## src/rtl/fetch_ctrl.sv

```systemverilog
`default_nettype none
// ============================================================================
// fetch_ctrl: IF-stage sequencing (boot hold-off, redirects, stall, halt)
// Revision: 1.0
// ============================================================================
module fetch_ctrl #(
  parameter int BOOT_CYCLES = 4
) (
  input  logic        clk,
  input  logic        rst,
  input  logic        stall,
  input  logic        ex_redirect_valid,
  input  logic [31:0] ex_redirect_pc,
  input  logic        id_jump_valid,
  input  logic [31:0] id_jump_pc,
  input  logic        halt_req,
  output logic        pc_en,
  output logic        flush,
  output logic        jump_en,
  output logic [31:0] pc_jump_addr,
  output logic        if_valid,
  output logic [15:0] redirect_cnt
);

  // A zero-length hold-off still spends the first post-reset cycle in BOOT,
  // so it behaves exactly like a one-cycle hold-off.
  localparam int BOOT_LAST = (BOOT_CYCLES < 1) ? 0 : BOOT_CYCLES - 1;
  localparam int CNT_W     = (BOOT_LAST < 1) ? 1 : $clog2(BOOT_LAST + 1);
  localparam logic [CNT_W-1:0] BOOT_LAST_C = CNT_W'(BOOT_LAST);

  typedef enum logic [1:0] {
    BOOT     = 2'd0,
    RUN      = 2'd1,
    REDIRECT = 2'd2,
    HALT     = 2'd3
  } state_t;

  state_t           state_q, state_d;
  logic [CNT_W-1:0] boot_cnt_q, boot_cnt_d;
  logic [15:0]      redirect_cnt_q, redirect_cnt_d;

  logic        redirect_ok;
  logic        accept_ex;
  logic        accept_id;
  logic        accept;
  logic        pc_en_raw;
  logic [31:0] jump_addr_raw;

  assign redirect_ok = (state_q == RUN) || (state_q == REDIRECT);
  assign accept_ex   = redirect_ok && ex_redirect_valid;
  assign accept_id   = redirect_ok && id_jump_valid && !ex_redirect_valid;
  assign accept      = accept_ex || accept_id;

  always_comb begin
    state_d        = state_q;
    boot_cnt_d     = boot_cnt_q;
    redirect_cnt_d = redirect_cnt_q;
    pc_en_raw      = 1'b0;
    jump_addr_raw  = 32'd0;

    if (accept_ex) begin
      jump_addr_raw = ex_redirect_pc;
      if (redirect_cnt_q != 16'hFFFF) begin
        redirect_cnt_d = redirect_cnt_q + 16'd1;
      end
    end else if (accept_id) begin
      jump_addr_raw = id_jump_pc;
    end

    case (state_q)
      BOOT: begin
        boot_cnt_d = boot_cnt_q + CNT_W'(1);
        if (boot_cnt_q == BOOT_LAST_C) begin
          state_d = RUN;
        end
      end
      RUN: begin
        if (accept) begin
          pc_en_raw = 1'b1;
          state_d   = REDIRECT;
        end else if (halt_req) begin
          state_d = HALT;
        end else begin
          pc_en_raw = !stall;
        end
      end
      REDIRECT: begin
        if (accept) begin
          pc_en_raw = 1'b1;
        end else begin
          pc_en_raw = !stall;
          if (!stall) begin
            state_d = RUN;
          end
        end
      end
      default: begin
        state_d = HALT;
      end
    endcase
  end

  always_ff @(posedge clk) begin
    if (rst) begin
      state_q        <= BOOT;
      boot_cnt_q     <= '0;
      redirect_cnt_q <= 16'd0;
    end else begin
      state_q        <= state_d;
      boot_cnt_q     <= boot_cnt_d;
      redirect_cnt_q <= redirect_cnt_d;
    end
  end

  // Reset masks every output, even before the first edge sets the state.
  assign pc_en        = !rst && pc_en_raw;
  assign flush        = !rst && accept;
  assign jump_en      = !rst && accept;
  assign pc_jump_addr = rst ? 32'd0 : jump_addr_raw;
  assign if_valid     = !rst && (state_q == RUN);
  assign redirect_cnt = rst ? 16'd0 : redirect_cnt_q;

endmodule
`default_nettype wire

```

## config.mk

```make
export PLATFORM = sky130hd
export DESIGN_NAME = fetch_ctrl
export DESIGN_NICKNAME = d
export VERILOG_FILES = /design/src/rtl/fetch_ctrl.sv
export SDC_FILE = /design/constraint.sdc
export NUM_CORES = 1
export LEC_CHECK = 0
export BUFFER_PORTS_ARGS = -buffer_cell sky130_fd_sc_hd__buf_2
export CAP_MARGIN = 10
export CORE_AREA = 2 2 65 67
export CTS_CLUSTER_DIAMETER = 200
export DETAILED_ROUTE_END_ITERATION = 8
export DIE_AREA = 0 0 67 69
export PLACE_DENSITY = 0.93
export RECOVER_POWER = 50
export SLEW_MARGIN = 10
export SYNTH_ARGS = -nofsm -noshare
export SYNTH_HDL_FRONTEND = slang
export SYNTH_SLANG_ARGS = --single-unit
```

## constraint.sdc

```tcl
create_clock -name clk -period 4.4 [get_ports clk]
set_input_delay 0.88 -clock clk [delete_from_list [all_inputs] [get_ports clk]]
set_output_delay 0.88 -clock clk [all_outputs]
set_load 0.05 [all_outputs]
```

### After elaboration in Yosys (flattened, before gate mapping)

Index checks and enable logic that the tools add are counted.

* muxes and demuxes: 14
* equal/unequal tests: 8
* reduce and logical (&&, ||, !) cells: 14
* add/sub/neg operators: 2

Operators with widths (number)
* 32-bit two-way mux: 3
* 16-bit by 1-bit adder with 16-bit output, second input constant: 1
* 16-bit two-way mux: 1
* 16-bit != test, second input constant: 1
* 2-bit two-way mux: 5
* 1-bit logical AND: 6
* 2-bit != test, second input constant: 3
* 2-bit one-hot mux with 3 select lines: 1
* 2-bit equality test, second input constant: 2
* 4-bit AND reduction: 1
* 1-bit logical NOT: 3
* 1-bit two-way mux: 3
* 3-bit != test, second input constant: 1
* 2-bit by 1-bit adder with 2-bit output, second input constant: 1
* 2-bit by 1-bit equality test with 1-bit output, second input constant: 1
* 2-bit logical NOT: 1
* 1-bit logical OR: 2
* 1-bit one-hot mux with 2 select lines: 1
* 2-bit AND reduction: 1

* input bits: 70
* register bits after elaboration: 20
* output and inout port bits: 52

### Depth between registers and ports, before layout

Gate-level depths: netlist of the first run.

* depth after elaboration: 8
* mapped depth: 7
* mapped depth without buffers: 6

### Worst setup path after synthesis of the first run

OpenSTA, ideal clock, no wires.

* path kind: input port to output port
* start: in rst
* end: out jump_en
* arrival time: 2.309 ns
* setup slack: 1.211 ns
* stages on the path: 4
* cell sequence: clkbuf_1 > clkbuf_1 > nor2_1 > buf_4

* word-level cells in the longest chain between the ends: 2

RTL lines
* from (decl): RTL line 10 `input logic rst,`
* 1-bit logical NOT
* 1-bit logical AND
* to (decl): RTL line 19 `output logic jump_en,`

Every way passes these cells.

### Worst setup path in the final report of the first run

* start: in rst
* end: out pc_jump_addr[15]

* word-level cells in the longest chain between the ends: 1

RTL lines
* 32-bit two-way mux: RTL line 119 `assign pc_jump_addr = rst ? 32'd0 : jump_addr_raw;`
* to (decl): RTL line 20 `output logic [31:0] pc_jump_addr,`

Every way passes these cells.

==> key figures, run 1 <==
Yosys
  – Post-synth EDFFs: 0
  – Async set-reset flop share out of synthesis: 0
  – Yosys warnings: 0
  – Mean Syn Cell Area: 7.31 um2
  – Syn nets: 300
  – Synth Instances: 224
  – Synth cell types: 41
  – Primary FF master, synth: dfxtp_1
  – Sequential area share after synthesis: 0.244
  – Post-Syn Area: 0.00164 mm2
  – Synth Register Bits: 20

Setup path
  – Reg-to-reg endpoint: redirect_cnt_q[9]
  – Origin of the critical flop-to-flop path: state_q[0]
  – CP bufs+invs: 3
  – Worst r2r path cells: 7
  – Crit Path Category: in -> out
  – Critical path arrival: 2.85 ns
  – Critical path capture point type: output pin
  – CP Data Required Time: 3.52 ns
  – CP Max Fanout: 46
  – Cells along the critical path: clkbuf_1 -> buf_4 -> nor2_1 -> buf_2
  – Setup slack, reg-to-reg: 1.32 ns
  – Critical Path Max Stage Delay: 1.27 ns
  – Crit path max-delay family: buffers and inverters
  – Crit start category: input pin
  – Stages on worst setup path: 4
  – Critical-path top delay cell: clkbuf_1

Clock network
  – Total CTS buffers: 3
  – CTS Root Cell: clkbuf_8
  – Clk sinks: 20
  – Resized Gates After CTS: 0
  – Post-CTS Setup Inserts: 0
  – H-tree levels: 1
  – CTS tree: done
  – Hold_buf cts: 0
  – Skew-Pair Late Insertion Delay: 0.25 ns
  – CTS max path bufs: 2
  – Clock slew at reported path FFs: 0.07 ns

Die
  – Initial Utilization: 0.418
  – Rows: 23
  – Die area: 0.00462 mm2
  – Die Span Y: 69 um
  – DIE WIDTH: 67 um
  – Core Region: 0.00391 mm2
  – IO Pins: 122

Cells and area
  – Commonest non-fill, non-tap cell in the layout: buf_2
  – Area Growth Syn to Fin: 39.4%
  – Share of cells above drive strength 1: 0.348
  – Commonest cells after routing, fill and taps aside: buf_2, nor2_1, a22oi_1
  – Post-Route Utilization: 0.583
  – Register area: 400 um2
  – Multi-input gate area in the final layout: 0.00115 mm2
  – FILL cells: 389
  – Nets: 414
  – Final std cells w/o fill: 386
  – Post-route cell area: 0.00228 mm2
  – Antenna Cells: 0

Global routing
  – First-pass GRT wire length: 7.98 mm
  – Largest net degree at the start of global routing: 47
  – Initial antenna violation count: 0
  – All-Layer GR Usage: 0.212
  – Grt ovf: 0
  – Vias in the first global route: 1864
  – Met3 Usage GRT: 0.0440
  – GR Layer Usage met2: 0.358
  – Met1 Use GR: 0.260
  – Gr busiest metal: met2

STA
  – Rel. slew slack: -0.199
  – Final setup margin: 0.675 ns
  – Hold Vio Cnt, Final: 0
  – Worst Max-Slew Pin Slew: 1.80 ns
  – Skew final: 0.00276 ns
  – Fin crit share: 0.847
  – Final slew viol count: 47
  – Unrepaired setup endpoints after global routing: false
  – Final setup vio count: 0
  – FMAX: 268 MHz
  – Aggregate negative setup slack: 0 ns
  – Fin crit period: 3.73 ns

Min path
  – Hold wc startpoint: boot_cnt_q[0]
  – Hold Crit Depth: 2
  – HP Class: reg -> reg
  – Hold endpoint: boot_cnt_q[0]

Route
  – DRT Pass-1 Iters: 5
  – DRC: 0
  – Iter 0 DRT Violations: 137
  – WL/cell: 13.3 um
  – Routed WL: 5.12 mm
  – Via count: 2089
  – Vias per cell: 5.41
  – Final antenna-violating net count: 0

Place
  – Placed Instances: 383
  – Dpl cell area: 0.00227 mm2
  – DP Worst Slack: 0.962 ns
  – Gpl congestion: 0.809
  – IO Port Bufs: 121
  – HPWL Detailed: 3.90 mm

Run
  – Maxcap violations: 1

Power and ir drop
  – Leakage: 1.05 nW
  – Worst vdd ir: 0.147 mV
  – Power per cell area: 335 mW/mm2

Run status
  – Status: complete, but fails checks
  – Failing checks: capacitance limit, slew limit
[per-stage QoR]
step           total power [W]  hold WS, ns
2_1_floorplan         0.000546        0.465
3_3_place_gp          0.000637        0.480
3_5_place_dp          0.000654        0.513
4_1_cts               0.000771        0.533
5_1_grt               0.000812        0.568
6_report              0.000764        0.532
[layer usage]
metal  vias up  share of wire
met1       957           0.42
met3         8          0.065
met4         0          0.012
met5         -              0
met2        82           0.50
li1       1042              -
[registers in the layout, indices dropped and copies added (netlist names)]
| register | cells |
|---|---|
| redirect_cnt_q | 16 |
| boot_cnt_q | 2 |
| state_q | 2 |
[where the power goes]
part	internal, W	leakage, nW	total (W)	switching [W]
logic	0.000135	0.864	0.000436	0.000302
clock network	0.0000608	0.0216	0.000117	0.0000558
registers	0.000198	0.162	0.000212	0.0000137
total	0.000393	1.05	0.000764	0.000371
[cell families (layout without fill, tap and decap cells)]
| family | Yosys count | in the layout | share of synthesized area |
|---|---|---|---|
| multiplexers | 8 | 8 | 0.0535 |
| flip-flops | 20 | 20 | 0.244 |
| adder cells (fa/ha/maj) | 6 | 6 | 0.0458 |
| AO/OA/AOI/OAI | 58 | 58 | 0.245 |
| AND/OR/NAND/NOR | 109 | 109 | 0.351 |
| XOR/XNOR | 1 | 1 | 0.00535 |
| buffers and inverters | 22 | 134 | 0.0542 |
[area by class of cell]
type | count | area share
Timing Repair Buffer | 125 | 0.265
Tap cell | 50 | 0.0274
Clock buffer | 3 | 0.0181
Multi-Input combinational cell | 182 | 0.504
Inverter | 6 | 0.00986
Sequential cell | 20 | 0.175
[worst max path at each step]
stage                 startpoint                to  slack (ns)
4_1_cts               state_q[0]  pc_jump_addr[12]        0.85
3_3_place_gp   ex_redirect_valid  pc_jump_addr[30]        1.02
5_1_grt                      rst   pc_jump_addr[0]        0.46
3_5_place_dp   ex_redirect_valid  pc_jump_addr[12]        0.96
6_report                     rst  pc_jump_addr[15]        0.67
2_1_floorplan                rst           jump_en        1.21
[synth_stat cells, types with 4 or more instances]
master,number,area (um2)
o21ai_0,8,40.0
nor2b_1,16,100
ha_1,6,75.1
a22oi_1,32,240
dfxtp_1,20,400
nand2_1,7,26.3
buf_1,5,18.8
clkbuf_1,8,30.0
nand3_1,8,40.0
inv_1,6,22.5
nor2_1,51,191
nand4_1,4,25.0
nor3_1,5,25.0
a21oi_1,7,35.0
mux2_2,5,56.3
[tightest hold or removal path, cell delays in order, from the launching register on]
cell     delay, ns
dfxtp_1       0.35
xnor2_1       0.07
nor2_1        0.08
Note: power is estimated with default switching activity, not from simulation.
==> run 2, diff against run 1 <==
Settings changed: CORE_AREA 2 2 65 67 to 2 2 67 69, DIE_AREA 0 0 67 69 to 0 0 69 71, PLACE_DENSITY 0.93 to 0.89.
Clock period 4.4 ns to 3.5 ns, I/O delays scaled along.
==> run 2 against run 1 <==
Net effect:
- the flow still finishes with violations (capacitance limit, slew limit)
- die area rose by 6.0%
- first-iteration DRC count did not move
- sequential share of layout area barely moved
- sequential cell count did not move
- clock-buffer cell count rose by 1
- largest cell class unchanged
==> key figures, run 2 (synthesized netlist as in run 1, its figures left out) <==
Clock network
  – CTS tree: done
  – CTS Root Cell: clkbuf_8
  – Clk sinks: 20
  – Resized Gates After CTS: 0
  – Total CTS buffers: 3
  – Skew-Pair Late Insertion Delay: 0.26 ns
  – Post-CTS Setup Inserts: 0
  – CTS max path bufs: 2
  – Clock slew at reported path FFs: 0.07 ns
  – H-tree levels: 1
  – Hold_buf cts: 0

Setup path
  – Critical-path top delay cell: ha_1
  – Crit Path Category: reg -> out
  – Crit path capture: pc_jump_addr[31]
  – Critical Path Max Stage Delay: 0.38 ns
  – CP bufs+invs: 3
  – Setup slack, reg-to-reg: 0.89 ns
  – Critical path capture point type: output pin
  – Worst r2r path cells: 5
  – Reg-to-reg endpoint: redirect_cnt_q[6]
  – Crit path max-delay family: buffers and inverters
  – Critical path arrival: 2.34 ns
  – Crit start category: flop
  – Critical path startpoint: state_q[0]
  – CP Max Fanout: 32
  – Origin of the critical flop-to-flop path: redirect_cnt_q[0]
  – CP Data Required Time: 2.80 ns
  – Stages on worst setup path: 7
  – Cells along the critical path: inv_1 -> ha_1 -> and2_0 -> buf_4 -> a22oi_1 -> nor2_1 -> buf_2

Global routing
  – Grt ovf: 0
  – First-pass GRT wire length: 8.21 mm
  – Initial antenna violation count: 0
  – Largest net degree at the start of global routing: 46
  – All-Layer GR Usage: 0.197
  – Vias in the first global route: 1932

STA
  – Final setup vio count: 0
  – Fin crit share: 0.869
  – Final slew viol count: 14
  – FMAX: 329 MHz
  – Aggregate negative setup slack: 0 ns
  – Worst Max-Slew Pin Slew: 1.58 ns
  – Rel. slew slack: -0.0605
  – Fin crit period: 3.04 ns
  – Skew final: 0.00352 ns
  – Unrepaired setup endpoints after global routing: false
  – Hold Vio Cnt, Final: 0

Power and ir drop
  – Switching part of the total: 0.474
  – Psw: 0.000465 W
  – Sequential group share of total power: 0.271
  – Cell Int Power: 0.000517 W
  – Clock network power share: 0.180
  – Overall Power: 0.000982 W
  – Worst vdd ir: 0.180 mV
  – Logic gate share of total power: 0.549
  – Leakage: 1.06 nW
  – Power per cell area: 431 mW/mm2

Die
  – Rows: 24
  – DIE WIDTH: 69 um
  – Die area: 0.00490 mm2
  – IO Pins: 122
  – Die Span Y: 71 um
  – Initial Utilization: 0.390
  – Core Region: 0.00420 mm2

Run status
  – Status: complete, but fails checks
  – Failing checks: capacitance limit, slew limit

Route
  – DRC: 0
  – Via count: 2071
  – WL/cell: 13.2 um
  – DRT Pass-1 Iters: 4
  – Routed WL: 5.15 mm
  – Iter 0 DRT Violations: 137
  – Final antenna-violating net count: 0
  – Vias per cell: 5.32

Place
  – Gpl congestion: 0.868
  – IO Port Bufs: 121
  – HPWL Detailed: 3.93 mm
  – Dpl cell area: 0.00227 mm2

Cells and area
  – Area Growth Syn to Fin: 39.2%
  – Post-route cell area: 0.00228 mm2
  – Commonest non-fill, non-tap cell in the layout: buf_2
  – Largest Register: redirect_cnt_q
  – Commonest cells after routing, fill and taps aside: buf_2, nor2_1, a22oi_1
  – Antenna Cells: 0
  – Largest regs: redirect_cnt_q (16), boot_cnt_q (2), state_q (2)
  – FILL cells: 416
  – Share of cells above drive strength 1: 0.359
  – Nets: 414
  – Largest register FFs: 16

Run
  – Maxcap violations: 1

Min path
  – HP Class: reg -> reg
[run 2: final cells by class]
cell class                 count  area (um2)  area share
inverter                       6        22.5     0.00988
timing repair buffer         125         611       0.268
sequential                    20         400       0.176
tap                           52        65.1      0.0285
clock buffer                   4        55.1      0.0241
multi-input combinational    182        1130       0.494
[run 2: per-layer routing]
layer | track usage | up-vias | share of wire
met4 | 0.0828 | 0 | 0.013
met2 | 0.341 | 83 | 0.51
li1 | - | 1044 | -
met5 | 0 | - | 0
met3 | 0.0356 | 8 | 0.065
met1 | 0.242 | 936 | 0.41
[run 2: power by group through the flow]
stage	Clock (W)	Sequential (W)	Combinational, W
after detailed placement	0	0.000272	0.000543
final	0.000177	0.000266	0.000539
after floorplan	0	0.000267	0.000420
after global routing	0.000187	0.000269	0.000595
after global placement	0	0.000269	0.000531
after CTS	0.000184	0.000266	0.000545
[run 2: worst min-delay path by stage]
| stage | startpoint | cells past startpoint | to | slack [ns] |
|---|---|---|---|---|
| 6_report | boot_cnt_q[1] | 2 | boot_cnt_q[1] | 0.51 |
| 5_1_grt | boot_cnt_q[1] | 2 | boot_cnt_q[1] | 0.54 |
| 4_1_cts | boot_cnt_q[1] | 2 | boot_cnt_q[1] | 0.51 |
| 3_5_place_dp | boot_cnt_q[1] | 2 | boot_cnt_q[1] | 0.50 |
| 3_3_place_gp | boot_cnt_q[1] | 2 | boot_cnt_q[1] | 0.48 |
| 2_1_floorplan | boot_cnt_q[1] | 2 | boot_cnt_q[1] | 0.46 |
[run 2: per-stage QoR]
step / std cells / setup WS [ns] / util / hold WS [ns]
finish: 389 / 0.460 / 0.542 / 0.510
global route: 389 / 0.187 / 0.542 / 0.536
CTS: 389 / 0.505 / 0.554 / 0.515
detailed placement: 385 / 0.794 / 0.541 / 0.495
global placement: 385 / 0.806 / 0.541 / 0.478
floorplan: 224 / 0.656 / - / 0.465
[run 2: worst reg2reg max path, delay by kind of cell, from the launching register on]
family        cells  cell delay, ns
mux               1            0.34
fa+ha+maj         1            0.25
flops             1            0.41
simple gates      3            1.51
==> run 3, diff against run 2 <==
Settings changed: CORE_AREA 2 2 67 69 to 2 2 55 83, DIE_AREA 0 0 69 71 to 0 0 57 85.
==> run 3 against run 2 <==
Net effect:
- the run still ends with capacitance limit, slew limit left
- fmax fell by 2.2%
- non-clock buffer count unchanged
- register-to-register slack got worse by 0.05 ns
- clock-buffer cell count stayed put
- utilization is 1.1 points higher
- clock skew is 0.0021 ns lower
- clock power hardly changed
- design area is 0.38% higher
- combinational power increased by 4.3%
- sequential share of layout area is 0.067 points lower
- worst setup slack got worse by 0.067 ns
- sequential cell count stayed put
- largest power group unchanged
==> key figures, run 3 (synthesized netlist as in run 1, its figures left out) <==
STA
  – Fin crit period: 3.11 ns
  – Fin crit share: 0.888
  – Skew final: 0.00138 ns
  – FMAX: 322 MHz
  – Aggregate negative setup slack: 0 ns
  – Final slew viol count: 14
  – Unrepaired setup endpoints after global routing: false
  – Rel. slew slack: -0.0759
  – Hold Vio Cnt, Final: 0
  – Worst Max-Slew Pin Slew: 1.60 ns
  – Final setup vio count: 0

Power and ir drop
  – Cell Int Power: 0.000526 W
  – Power per cell area: 438 mW/mm2
  – Sequential group share of total power: 0.265
  – Leakage: 1.06 nW
  – Switching part of the total: 0.476
  – Clock network power share: 0.175
  – Psw: 0.000477 W
  – Worst vdd ir: 0.283 mV
  – Logic gate share of total power: 0.561

Setup path
  – Critical path arrival: 2.41 ns
  – Critical path capture point type: output pin
  – Critical-path top delay cell: clkbuf_1
  – CP Data Required Time: 2.80 ns
  – Stages on worst setup path: 4
  – Crit path max-delay family: buffers and inverters
  – Most frequent CP cell: clkbuf_1
  – Critical Path Max Stage Delay: 1.00 ns
  – Crit Path Category: in -> out
  – Crit start category: input pin
  – CP Max Fanout: 39
  – CP bufs+invs: 3
  – Cells along the critical path: clkbuf_1 -> buf_12 -> nor2_1 -> clkbuf_1
  – Worst r2r path cells: 5

Cells and area
  – FILL cells: 425
  – Commonest non-fill, non-tap cell in the layout: buf_2
  – Largest regs: redirect_cnt_q (16), boot_cnt_q (2), state_q (2)
  – Post-Route Utilization: 0.553
  – Commonest cells after routing, fill and taps aside: buf_2, nor2_1, a22oi_1
  – Area Growth Syn to Fin: 39.7%
  – Multi-input gate area in the final layout: 0.00113 mm2
  – Nets: 414
  – Share of cells above drive strength 1: 0.356
  – Largest register FFs: 16
  – Largest Register: redirect_cnt_q
  – Register area: 400 um2
  – Antenna Cells: 0

Run status
  – Status: complete, but fails checks
  – Failing checks: capacitance limit, slew limit

Clock network
  – Post-CTS Setup Inserts: 0
  – CTS Root Cell: clkbuf_8
  – CTS tree: done
  – Clock slew at reported path FFs: 0.07 ns
  – Clk sinks: 20
  – Resized Gates After CTS: 0
  – Total CTS buffers: 3
  – Skew-Pair Late Insertion Delay: 0.26 ns
  – CTS max path bufs: 2
  – Hold_buf cts: 0
  – H-tree levels: 1

Min path
  – HP Class: reg -> reg
  – Hold Crit Depth: 2

Route
  – Routed WL: 5.34 mm
  – Via count: 2093
  – WL/cell: 13.9 um
  – DRC: 0
  – Vias per cell: 5.46
  – Final antenna-violating net count: 0
  – Iter 0 DRT Violations: 80
  – DRT Pass-1 Iters: 4

Die
  – Initial Utilization: 0.396
  – Core Region: 0.00414 mm2
  – Die Span Y: 85 um
  – IO Pins: 122
  – DIE WIDTH: 57 um
  – Die area: 0.00485 mm2
  – Rows: 29

Global routing
  – Largest net degree at the start of global routing: 40
  – Grt ovf: 0
  – Initial antenna violation count: 0
  – GR Layer Usage met2: 0.394
  – All-Layer GR Usage: 0.212
  – Met1 Use GR: 0.228
  – Vias in the first global route: 1938
  – Gr busiest metal: met2
  – First-pass GRT wire length: 8.43 mm
  – Met3 Usage GRT: 0.0473

Run
  – Maxcap violations: 1

Place
  – Gpl congestion: 0.839
  – HPWL Detailed: 4.19 mm
  – IO Port Bufs: 121
## run 3: worst reg2reg max path: cells and delay by family, from the launching register on
kind	cells	cell delay, ns
adders and majority gates	1	0.26
DFF	1	0.40
muxes	1	0.35
and+or+nand+nor	3	1.54
## run 3: final cells by class
class	instances	share of cell area
Inverter	6	0.00984
Sequential cell	20	0.175
Clock buffer	4	0.0241
Multi-Input combinational cell	182	0.492
Tap cell	46	0.0252
Timing Repair Buffer	125	0.274
## run 3: through the flow
step	instances	setup slack (ns)	hold slack [ns]	power, W	instance area (um2)
5_1_grt	383	0.254	0.559	0.00107	2290
3_5_place_dp	379	0.938	0.505	0.000831	2280
3_3_place_gp	379	1.03	0.481	0.000812	2280
4_1_cts	383	0.649	0.526	0.00101	2330
6_report	383	0.393	0.522	0.00100	2290
2_1_floorplan	224	0.656	0.465	0.000686	1640
## run 3: path summary, 6_finish.rpt
kind	start	to	slack [ns]
setup / recovery	rst	redirect_cnt[11]	0.39
hold / removal	boot_cnt_q[0]	boot_cnt_q[0]	0.52
setup reg to reg	redirect_cnt_q[0]	redirect_cnt_q[7]	0.84
hold reg to reg	boot_cnt_q[0]	boot_cnt_q[0]	0.52
## run 3: per-layer routing
layer / share of wire / routed length, um
met5: 0 / 0
met4: 0.013 / 72
met3: 0.063 / 335
met2: 0.53 / 2850
met1: 0.39 / 2080
## run 3: power groups by stage
stage	registers, W	logic, W	clock network, W
2_1_floorplan	0.000267	0.000420	0
3_3_place_gp	0.000269	0.000544	0
3_5_place_dp	0.000270	0.000561	0
4_1_cts	0.000265	0.000563	0.000180
5_1_grt	0.000269	0.000605	0.000192
6_report	0.000265	0.000562	0.000175
